**src/rtl/memory_arbiter_pkg.sv**
```systemverilog
// Shared widths, AXI constants, FSM encoding and request payload for memory_arbiter.
package memory_arbiter_pkg;

  localparam int unsigned AXI_ADDR_WIDTH   = 32;
  localparam int unsigned AXI_DATA_WIDTH   = 32;
  localparam int unsigned AXI_STROBE_WIDTH = 4;
  localparam int unsigned AXI_RESP_WIDTH   = 2;
  localparam int unsigned AXI_PROT_WIDTH   = 3;
  localparam int unsigned DATA_WIDTH       = 32;
  localparam int unsigned INSTR_WIDTH      = 32;

  localparam logic [AXI_PROT_WIDTH-1:0] PROT_DATA  = 3'b000;
  localparam logic [AXI_PROT_WIDTH-1:0] PROT_INSTR = 3'b100;

  localparam logic [AXI_RESP_WIDTH-1:0] RESP_OKAY   = 2'b00;
  localparam logic [AXI_RESP_WIDTH-1:0] RESP_EXOKAY = 2'b01;
  localparam logic [AXI_RESP_WIDTH-1:0] RESP_SLVERR = 2'b10;
  localparam logic [AXI_RESP_WIDTH-1:0] RESP_DECERR = 2'b11;

  typedef enum logic [2:0] {
    ST_IDLE         = 3'd0,
    ST_RD_ADDR      = 3'd1,
    ST_RD_DATA      = 3'd2,
    ST_WR_ADDR_DATA = 3'd3,
    ST_WR_RESP      = 3'd4,
    ST_DONE         = 3'd5
  } state_e;

  typedef enum logic [1:0] {
    SRC_FETCH = 2'd0,
    SRC_LOAD  = 2'd1,
    SRC_STORE = 2'd2
  } src_e;

  // Latched request payload, held stable for the whole transaction
  typedef struct packed {
    logic [AXI_ADDR_WIDTH-1:0]   addr;
    logic [AXI_DATA_WIDTH-1:0]   data;
    logic [AXI_STROBE_WIDTH-1:0] strb;
  } req_t;

endpackage

```
**src/rtl/memory_arbiter.sv**
```systemverilog
// Shares one AXI4-Lite master between instruction fetch and load/store, one transaction at a time.
module memory_arbiter
  import memory_arbiter_pkg::*;
(
  input  logic                        CLK,
  input  logic                        RSTn,
  // AXI write address
  output logic                        M_AXI_AWVALID,
  input  logic                        M_AXI_AWREADY,
  output logic [AXI_ADDR_WIDTH-1:0]   M_AXI_AWADDR,
  output logic [AXI_PROT_WIDTH-1:0]   M_AXI_AWPROT,
  // AXI write data
  output logic                        M_AXI_WVALID,
  input  logic                        M_AXI_WREADY,
  output logic [AXI_DATA_WIDTH-1:0]   M_AXI_WDATA,
  output logic [AXI_STROBE_WIDTH-1:0] M_AXI_WSTRB,
  // AXI write response
  input  logic                        M_AXI_BVALID,
  output logic                        M_AXI_BREADY,
  input  logic [AXI_RESP_WIDTH-1:0]   M_AXI_BRESP,
  // AXI read address
  output logic                        M_AXI_ARVALID,
  input  logic                        M_AXI_ARREADY,
  output logic [AXI_ADDR_WIDTH-1:0]   M_AXI_ARADDR,
  output logic [AXI_PROT_WIDTH-1:0]   M_AXI_ARPROT,
  // AXI read data
  input  logic                        M_AXI_RVALID,
  output logic                        M_AXI_RREADY,
  input  logic [AXI_DATA_WIDTH-1:0]   M_AXI_RDATA,
  input  logic [AXI_RESP_WIDTH-1:0]   M_AXI_RRESP,
  // Fetch side
  input  logic [AXI_ADDR_WIDTH-1:0]   pc,
  input  logic                        pc_valid,
  output logic [INSTR_WIDTH-1:0]      instruction,
  output logic                        instruction_valid,
  // Load/store side
  input  logic [AXI_ADDR_WIDTH-1:0]   read_write_addr,
  input  logic [DATA_WIDTH-1:0]       store_data,
  input  logic [AXI_STROBE_WIDTH-1:0] store_strobe,
  input  logic                        read_enable,
  input  logic                        write_enable,
  output logic [DATA_WIDTH-1:0]       load_data,
  output logic                        read_write_valid
);

  state_e                      state_q, state_d;
  src_e                        src_q, src_d;
  req_t                        req_q, req_d;
  logic [AXI_PROT_WIDTH-1:0]   prot_q, prot_d;
  logic                        arvalid_q, arvalid_d;
  logic                        rready_q, rready_d;
  logic                        awvalid_q, awvalid_d;
  logic                        wvalid_q, wvalid_d;
  logic                        bready_q, bready_d;
  logic [INSTR_WIDTH-1:0]      instruction_q, instruction_d;
  logic [DATA_WIDTH-1:0]       load_data_q, load_data_d;
  logic                        instr_valid_q, instr_valid_d;
  logic                        rw_valid_q, rw_valid_d;

  // Response codes are deliberately not reported back to the core
  logic unused_resp;
  assign unused_resp = ^{M_AXI_BRESP, M_AXI_RRESP};

  // Next-state and next-output computation
  always_comb begin
    state_d       = state_q;
    src_d         = src_q;
    req_d         = req_q;
    prot_d        = prot_q;
    arvalid_d     = arvalid_q;
    rready_d      = rready_q;
    awvalid_d     = awvalid_q;
    wvalid_d      = wvalid_q;
    bready_d      = bready_q;
    instruction_d = instruction_q;
    load_data_d   = load_data_q;
    instr_valid_d = 1'b0;
    rw_valid_d    = 1'b0;

    case (state_q)
      ST_IDLE: begin
        if (write_enable) begin
          req_d.addr = read_write_addr;
          req_d.data = store_data;
          req_d.strb = store_strobe;
          src_d      = SRC_STORE;
          awvalid_d  = 1'b1;
          wvalid_d   = 1'b1;
          state_d    = ST_WR_ADDR_DATA;
        end else if (read_enable) begin
          req_d.addr = read_write_addr;
          src_d      = SRC_LOAD;
          prot_d     = PROT_DATA;
          arvalid_d  = 1'b1;
          state_d    = ST_RD_ADDR;
        end else if (pc_valid) begin
          req_d.addr = pc;
          src_d      = SRC_FETCH;
          prot_d     = PROT_INSTR;
          arvalid_d  = 1'b1;
          state_d    = ST_RD_ADDR;
        end
      end
      ST_RD_ADDR: begin
        if (arvalid_q && M_AXI_ARREADY) begin
          arvalid_d = 1'b0;
          rready_d  = 1'b1;
          state_d   = ST_RD_DATA;
        end
      end
      ST_RD_DATA: begin
        if (M_AXI_RVALID && rready_q) begin
          rready_d = 1'b0;
          if (src_q == SRC_FETCH) begin
            instruction_d = M_AXI_RDATA;
            instr_valid_d = 1'b1;
          end else begin
            load_data_d = M_AXI_RDATA;
            rw_valid_d  = 1'b1;
          end
          state_d = ST_DONE;
        end
      end
      ST_WR_ADDR_DATA: begin
        if (awvalid_q && M_AXI_AWREADY) awvalid_d = 1'b0;
        if (wvalid_q && M_AXI_WREADY)   wvalid_d  = 1'b0;
        if (!awvalid_d && !wvalid_d) begin
          bready_d = 1'b1;
          state_d  = ST_WR_RESP;
        end
      end
      ST_WR_RESP: begin
        if (M_AXI_BVALID && bready_q) begin
          bready_d   = 1'b0;
          rw_valid_d = 1'b1;
          state_d    = ST_DONE;
        end
      end
      ST_DONE: state_d = ST_IDLE;
      default: state_d = ST_IDLE;
    endcase
  end

  // State and output registers; reset abandons any transaction in flight
  always_ff @(posedge CLK or negedge RSTn) begin
    if (!RSTn) begin
      state_q       <= ST_IDLE;
      src_q         <= SRC_FETCH;
      req_q         <= '0;
      prot_q        <= PROT_DATA;
      arvalid_q     <= 1'b0;
      rready_q      <= 1'b0;
      awvalid_q     <= 1'b0;
      wvalid_q      <= 1'b0;
      bready_q      <= 1'b0;
      instruction_q <= '0;
      load_data_q   <= '0;
      instr_valid_q <= 1'b0;
      rw_valid_q    <= 1'b0;
    end else begin
      state_q       <= state_d;
      src_q         <= src_d;
      req_q         <= req_d;
      prot_q        <= prot_d;
      arvalid_q     <= arvalid_d;
      rready_q      <= rready_d;
      awvalid_q     <= awvalid_d;
      wvalid_q      <= wvalid_d;
      bready_q      <= bready_d;
      instruction_q <= instruction_d;
      load_data_q   <= load_data_d;
      instr_valid_q <= instr_valid_d;
      rw_valid_q    <= rw_valid_d;
    end
  end

  assign M_AXI_AWVALID     = awvalid_q;
  assign M_AXI_AWADDR      = req_q.addr;
  assign M_AXI_AWPROT      = PROT_DATA;
  assign M_AXI_WVALID      = wvalid_q;
  assign M_AXI_WDATA       = req_q.data;
  assign M_AXI_WSTRB       = req_q.strb;
  assign M_AXI_BREADY      = bready_q;
  assign M_AXI_ARVALID     = arvalid_q;
  assign M_AXI_ARADDR      = req_q.addr;
  assign M_AXI_ARPROT      = prot_q;
  assign M_AXI_RREADY      = rready_q;
  assign instruction       = instruction_q;
  assign instruction_valid = instr_valid_q;
  assign load_data         = load_data_q;
  assign read_write_valid  = rw_valid_q;

endmodule

```
**config.mk**
```make
export PLATFORM = sky130hd
export DESIGN_NAME = memory_arbiter
export DESIGN_NICKNAME = d
export VERILOG_FILES = /design/src/rtl/memory_arbiter_pkg.sv /design/src/rtl/memory_arbiter.sv
export SDC_FILE = /design/constraint.sdc
export NUM_CORES = 1
export LEC_CHECK = 0
export ABC_CLOCK_PERIOD_IN_PS = 5250
export BUFFER_PORTS_ARGS = -buffer_cell sky130_fd_sc_hd__buf_2
export CAP_MARGIN = 5
export CORE_AREA = 2 2 127 129
export DETAILED_ROUTE_END_ITERATION = 6
export DIE_AREA = 0 0 129 131
export GPL_TIMING_DRIVEN = 0
export PLACE_DENSITY = 0.81
export SETUP_SLACK_MARGIN = 0.2
export SYNTH_ARGS = -nofsm -noshare
export SYNTH_HDL_FRONTEND = slang
export SYNTH_SLANG_ARGS = --single-unit
```
**constraint.sdc**
```tcl
create_clock -name CLK -period 5.25 [get_ports CLK]
set_input_delay 1.05 -clock CLK [delete_from_list [all_inputs] [get_ports CLK]]
set_output_delay 1.05 -clock CLK [all_outputs]
set_load 0.05 [all_outputs]
```
==> qor_table.md, run 1 <==
| Group | Parameter | This run |
| --- | --- | --- |
| setup path | Capturing element of the worst setup path | M_AXI_AWADDR[20] |
| timing | Slew Limit Headroom | 58.3% |
| placed design | Routability cong. | 0.784 |
| cts | Count of clock tree sinks | 145 |
| grt | Number of global-route vias before repair | 4786 |
| setup path | Series of cell instances along the critical path | buf_4 > buf_2 |
| floorplanning | Core region area | 15600 µm² |
| floorplanning | Horiz. Die Dim | 129 µm |
| drt | Vias per cell | 4.57 |
| timing | Setup-failing EPs final | 0 |
| placed design | Placed inst area | 8150 µm² |
| timing | FMAX | 450 MHz |
| setup path | Worst endpoint required time | 4200 ps |
| floorplanning | Initial Util | 40.2% |
| cts | Count of instances resized after the clock tree is built | 0 |
| drt | DRC viols | 0 |
| drt | DRT Pass-1 Iters | 4 |
| final layout | FF+latch area | 3630 µm² |
| drt | Total number of vias | 4672 |
| flow run | Max Cap Violations | 0 |
| timing | Unrepaired setup endpoints after global routing | no |
| floorplanning | Area of the die | 16900 µm² |
| cts | Clock slew at the register clock pins of the worst setup and hold paths | 70 ps |
| setup path | Setup slack, reg-to-reg | 3360 ps |
| cts | Number of buffers created by CTS | 17 |
| setup path | Origin of the critical flop-to-flop path | state_q[2] |
| drt | Post-detailed-route count of antenna-violating nets | 0 |
| setup path | Reg2reg end | M_AXI_WDATA[27] |
| cts | H-tree levels | 4 |
| logic synthesis | Area of the mapped netlist | 6260 µm² |
| grt | Maximum number of pins on one net before global-route repair | 86 |
| cts | TritonCTS clock tree | built |
| setup path | Origin of the worst setup path | M_AXI_ARADDR[20] |
| final layout | Fraction of layout instances using a drive strength above 1 | 63.7% |
| logic synthesis | Number of flops mapped to enable cells by yosys | 0 |
| floorplanning | Core Rows | 46 |
| logic synthesis | Mean Syn Cell Area | 13.8 µm² |
| setup path | Logic depth of the worst path, buffers included | 2 |
| cts | Buffer cell driving the clock tree root | clkbuf_16 |
| timing | Final max-slew violation count | 0 |
| cts | Clock latency reported for the late side of the worst-skew pair | 410 ps |
| setup path | Count of buffering cells on the critical path with inverters included | 2 |
| logic synthesis | Post-synthesis instance total | 455 |
| final layout | Post-route design area | 8740 µm² |
| grt | First-pass GRT wire length | 23200 µm |
| worst hold path | Number of stages on the worst hold path | 1 |
| timing | Minimum period implied by the final worst setup slack | 2220 ps |
| cts | Post-CTS Repair Setup Buffers | 0 |
| timing | Final worst-path cycle share | 42.3% |
| setup path | Critical Path Source Type | flip-flop |
| status | Run status | finished clean |
| cts | Hold buffer count at CTS | 0 |
| grt | Leftover overflow at the end of global routing | 0 |
| placed design | HPWL after DPL | 11600 µm |
| drt | Final wirelength | 15200 µm |
| logic synthesis | Sequential area share after synthesis | 57.9% |
| timing | Final Hold Slack | 490 ps |
| drt | Number of DRC violations after detailed-routing iteration 0 | 147 |
| logic synthesis | Prevailing post-synth register cell | dfrtp_1 |
| setup path | Worst Reg2Reg Path Length in Cells | 6 |
| final layout | Area added between synthesis and finish | 39.5% |
| cts | Maximum buffer depth of the clock tree | 2 |
| setup path | Crit path arrival time | 1170 ps |
| floorplanning | Boundary Pins | 323 |
| logic synthesis | Total of warnings raised by yosys | 0 |
| timing | Setup TNS | 0 ps |
| final layout | Filler cells | 1361 |
| timing | Clock tree skew after final layout | 8.72 ps |
| logic synthesis | Netlist cell types | 37 |
| timing | Final Hold Violating Endpoints | 0 |
| setup path | Critical path start-end classification | flip-flop to primary output |
| logic synthesis | Async set-or-reset flop fraction in the synthesized netlist | 100% |
| setup path | Largest incremental delay on the critical path | 390 ps |
| floorplanning | Overall die height | 131 µm |
| final layout | Multi-input combinational cell area | 2180 µm² |
| logic synthesis | Synth Register Bits | 145 |
| setup path | Top cell family by delay on the critical path | flip-flops |
| grt | GRT Total Usage | 17.8% |
| setup path | CP endpoint kind | primary output |
| timing | Worst slew pin tran | 624 ps |
| placed design | Number of buffer cells added on primary ports | 313 |
| setup path | Slowest stage cell on the critical path | dfrtp_1 |
| setup path | Highest net fanout along the worst path | 3 |
| drt | Average detailed-routed wire length per instance | 14.9 µm |
| final layout | Nets | 938 |
| worst hold path | Min-Delay Path Class | flip-flop to flip-flop |
| grt | Number of antenna violations at the first check in global routing | 3 |
[final cells by class]
type | instances | share of cell area [%]
timing repair buffer | 314 | 18.3
inverter | 2 | 0.0859
clock inverter | 14 | 1.65
multi-input combinational | 251 | 24.9
clock buffer | 18 | 5.03
antenna | 2 | 0.0573
sequential | 145 | 41.5
buffer | 61 | 5.33
tap | 216 | 3.09
[registers in the layout, summed over array words and instances, names as in the netlist]
signal	cells
M_AXI_RREADY	1
state_q	3
M_AXI_BREADY	1
instruction	32
M_AXI_WVALID	1
M_AXI_WDATA	32
M_AXI_ARVALID	1
load_data	32
M_AXI_WSTRB	4
M_AXI_AWVALID	1
instruction_valid	1
read_write_valid	1
M_AXI_ARPROT	1
src_q	2
M_AXI_ARADDR	32
[placed cells by master, fill, tap and decap left out, drive strengths merged, types with 2 or more instances in the layout]
cell type	n
a21o	3
a21oi	35
buf	375
clkbuf	18
clkinv	2
clkinvlp	4
conb	5
dfrtp	145
diode	2
inv	9
mux2	101
mux2i	34
nand2	10
nand3	2
nor2	37
nor2b	3
nor3	2
o21ai	4
[through the flow]
step / util [%] / std cells / setup slack [ps]
finish: 56.0 / 1023 / 3030
global route: 56.0 / 1023 / 2970
CTS: 56.0 / 1021 / 3000
detailed placement: 52.3 / 989 / 2560
global placement: 52.0 / 988 / 1100
floorplan: - / 459 / 3130
[worst min path at each step]
| stage | start | endpoint |
|---|---|---|
| 2_1_floorplan | src_q[1] | src_q[1] |
| 3_3_place_gp | src_q[1] | src_q[1] |
| 3_5_place_dp | src_q[1] | src_q[1] |
| 4_1_cts | src_q[1] | src_q[1] |
| 5_1_grt | M_AXI_WDATA[12] | M_AXI_WDATA[12] |
| 6_report | src_q[1] | src_q[1] |
[kinds of logic after synthesis]
group           Yosys count  synth area share (%)
mux                     135                  25.3
other cells               1                0.0599
flops                   145                  57.9
simple gates             61                  4.55
buf+inv                  63                  7.55
compound gates           50                  4.59
[synth_stat cells (2+ instances only)]
library cell / n / share of area, %
nand3_1: 2 / 0.16
inv_1: 2 / 0.12
nor2_1: 37 / 2.2
nor2b_1: 2 / 0.20
nand2_1: 9 / 0.54
a21oi_1: 35 / 2.8
buf_2: 16 / 1.3
mux2_2: 72 / 13
dfrtp_1: 145 / 58
buf_12: 2 / 0.64
mux2i_1: 34 / 5.4
mux2_4: 29 / 7.0
o21ai_0: 4 / 0.32
a21o_1: 3 / 0.36
buf_6: 4 / 0.72
buf_4: 38 / 4.6
[per-layer routing]
metal	GRT usage (%)	vias to the layer above	wire length, µm
met1	20.3	2225	5940
li1	-	2221	-
met5	0	-	11
met3	5.33	24	1030
met4	7.10	2	306
met2	31.6	200	7920
[worst reg2reg max path: cells and delay by family, from the launching register on]
family,cells,cell delay [ps]
buffers and inverters,3,530
and+or+nand+nor,2,520
DFF,1,380
muxes,1,350
Power of run 1 is not shown: default switching activity piles up to over one toggle a cycle in this logic, so the estimate is an artifact.
==> inputs of run 2 (changes only) <==
- ABC_CLOCK_PERIOD_IN_PS: 5250 -> 1900
- CORE_AREA: 2 2 127 129 -> default
- CORE_ASPECT_RATIO: default -> 2
- CORE_UTILIZATION: default -> 41
- DIE_AREA: 0 0 129 131 -> default
- PLACE_DENSITY: 0.81 -> 0.84
- clock period: 5.25 -> 1.9 ns (I/O delays scaled with it)
==> qor_table.md, run 2 (synthesized netlist as in run 1, its figures left out) <==
| Group | Parameter | This run | Delta |
| --- | --- | --- | --- |
| floorplanning | Overall die height | 177 µm | was 131 µm |
| grt | Number of antenna violations at the first check in global routing | 1 | was 3 |
| setup path | Largest incremental delay on the critical path | 370 ps | was 390 ps |
| timing | Minimum period implied by the final worst setup slack | 1810 ps |  |
| grt | GRT Total Usage | 20.1% | was 17.8% |
| floorplanning | Horiz. Die Dim | 89.4 µm | was 129 µm |
| grt | Maximum number of pins on one net before global-route repair | 82 | was 86 |
| final layout | Filler cells | 1204 | was 1361 |
| worst hold path | Min-Delay Path Class | input port to flip-flop | was flip-flop to flip-flop |
| placed design | Placed inst area | 8130 µm² | was 8150 µm² |
| floorplanning | Core Rows | 63 | was 46 |
| setup path | Worst endpoint required time | 2190 ps | was 4200 ps |
| setup path | Critical path start-end classification | flip-flop to flip-flop | was flip-flop to primary output |
| drt | DRT Pass-1 Iters | 4 | unchanged |
| timing | Final max-slew violation count | 0 | unchanged |
| floorplanning | Area of the die | 15800 µm² | was 16900 µm² |
| status | Run status | finished clean | unchanged |
| setup path | Most prevalent standard cell on the critical path | buf_6 |  |
| grt | First-pass GRT wire length | 23800 µm | was 23200 µm |
| setup path | Setup slack, reg-to-reg | 90 ps | was 3360 ps |
| setup path | CP endpoint kind | flip-flop | was primary output |
| floorplanning | Boundary Pins | 323 | unchanged |
| setup path | Crit path arrival time | 2100 ps | was 1170 ps |
| floorplanning | Initial Util | 42.1% | was 40.2% |
| final layout | Fraction of layout instances using a drive strength above 1 | 65.2% | was 63.7% |
| drt | Average detailed-routed wire length per instance | 15.8 µm | was 14.9 µm |
| cts | Clock slew at the register clock pins of the worst setup and hold paths | 60 ps | was 70 ps |
| cts | Maximum buffer depth of the clock tree | 2 | unchanged |
| final layout | Area added between synthesis and finish | 45.5% | was 39.5% |
| cts | TritonCTS clock tree | built | unchanged |
| cts | Number of buffers created by CTS | 17 | unchanged |
| setup path | Highest net fanout along the worst path | 6 | was 3 |
| placed design | Worst slack, placed | -15.5 ps | was 2560 ps |
| timing | Clock tree skew after final layout | 7.48 ps | was 8.72 ps |
| final layout | Number of diodes added for antenna fixing | 0 | was 2 |
| timing | FMAX | 552 MHz |  |
| timing | Setup-failing EPs final | 0 | unchanged |
| final layout | Post-layout util | 61.2% | was 56.0% |
| drt | Post-detailed-route count of antenna-violating nets | 0 | unchanged |
| flow run | Max Cap Violations | 0 | unchanged |
| timing | Final Hold Violating Endpoints | 0 | unchanged |
| placed design | HPWL after DPL | 11800 µm | was 11600 µm |
| setup path | Series of cell instances along the critical path | buf_6 > nor3b_4 > nor2b_4 > and2b_1 > buf_6 > buf_12 > buf_16 > mux2_4 | was buf_4 > buf_2 |
| final layout | Most frequent standard cell in the layout excluding fill and tap cells | buf_2 | unchanged |
| drt | Vias per cell | 4.72 | was 4.57 |
| final layout | Nets | 960 | was 938 |
| cts | Buffer cell driving the clock tree root | clkbuf_16 | unchanged |
| setup path | Slowest stage cell on the critical path | dfrtp_1 | unchanged |
| cts | Count of clock tree sinks | 145 | unchanged |
| floorplanning | Core region area | 14900 µm² | was 15600 µm² |
| grt | Number of global-route vias before repair | 4885 | was 4786 |
| setup path | Critical Path Source Type | flip-flop | unchanged |
| placed design | Routability cong. | 0.804 | was 0.784 |
| drt | Final wirelength | 16100 µm | was 15200 µm |
| timing | Worst slew pin tran | 609 ps | was 624 ps |
| drt | Total number of vias | 4821 | was 4672 |
| cts | H-tree levels | 4 | unchanged |
| cts | Clock latency reported for the late side of the worst-skew pair | 410 ps | about the same |
| timing | Final worst-path cycle share | 95.3% |  |
| timing | Unrepaired setup endpoints after global routing | yes | was no |
| final layout | Post-route design area | 9120 µm² | was 8740 µm² |
| final layout | Most frequent cells in the layout | 319 x buf_2, 143 x dfrtp_1, 71 x mux2_2, 52 x buf_4 | was 328 x buf_2, 145 x dfrtp_1, 72 x mux2_2, 38 x buf_4, 37 x nor2_1 |
| grt | Leftover overflow at the end of global routing | 0 | unchanged |
| timing | Worst setup margin | 88.6 ps | was 3030 ps |
| placed design | Number of buffer cells added on primary ports | 313 | unchanged |
| drt | DRC viols | 0 | unchanged |
| drt | Number of DRC violations after detailed-routing iteration 0 | 141 | was 147 |
| timing | Slew Limit Headroom | 59.4% | was 58.3% |
[run 2: changes by cell type in the layout (fill, tap and decap cells not counted), moves of 3 or more]
| cell | before | now |
|---|---|---|
| buf_12 | 2 | 7 |
| buf_2 | 328 | 319 |
| buf_4 | 38 | 52 |
| clkbuf_4 | 0 | 3 |
| clkbuf_16 | 17 | 20 |
| inv_6 | 5 | 2 |
| clkbuf_8 | 1 | 4 |
[run 2: stage by stage]
stage | setup TNS (ps) | std cells | hold WS (ps)
2_1_floorplan | 0 | 459 | 84.4
3_3_place_gp | -219200 | 967 | 460
3_5_place_dp | -15.5 | 968 | 412
4_1_cts | 0 | 1011 | 180
5_1_grt | 0 | 1022 | 186
6_report | 0 | 1022 | 201
[run 2: layer usage]
metal  vias to the layer above  part of all wire, %  GRT usage [%]
li1                       2257                    -              -
met1                      2354                   36           20.6
met2                       193                   57           37.8
met3                        17                  5.5           5.18
met4                         0                  1.5           6.94
met5                         -                    0              0
[run 2: what timing repair did]
item	CTS	global route
pin swaps	2	3
cloned	1	3
hold buffers	1	0
endpoints found under the setup margin	122	117
setup buffers	9	8
hold endpoints to repair	64	0
gates resized for setup	16	21
[run 2: final timing paths]
check / startpoint / endpoint / cells after the start
min in group asynchronous: RSTn / load_data[2] / 2
worst min-delay path: store_data[10] / M_AXI_WDATA[10] / 2
worst min register to register: src_q[1] / src_q[1] / 1
worst max register to register: state_q[2] / load_data[19] / 8
worst max-delay path: state_q[2] / load_data[19] / 8
max in group asynchronous: RSTn / M_AXI_ARADDR[11] / 3
[run 2: area by class of cell]
cell class / instances / area, µm² / area share, %
plain buffers: 61 / 537 / 5.89
clock buffers: 21 / 480 / 5.27
clock inverters: 11 / 125 / 1.37
inverters: 2 / 7.51 / 0.0823
multi-input cells: 251 / 2220 / 24.3
flip-flops and latches: 145 / 3630 / 39.8
well taps: 195 / 244 / 2.68
repair buffers: 336 / 1880 / 20.6
[run 2: worst max-delay path, delay by kind of cell, from the launching register on]
kind | cells | cell delay [ps]
mux | 1 | 300
buf+inv | 4 | 510
simple gates | 3 | 530
flops | 1 | 370
Power of run 2 is left out for the same reason.
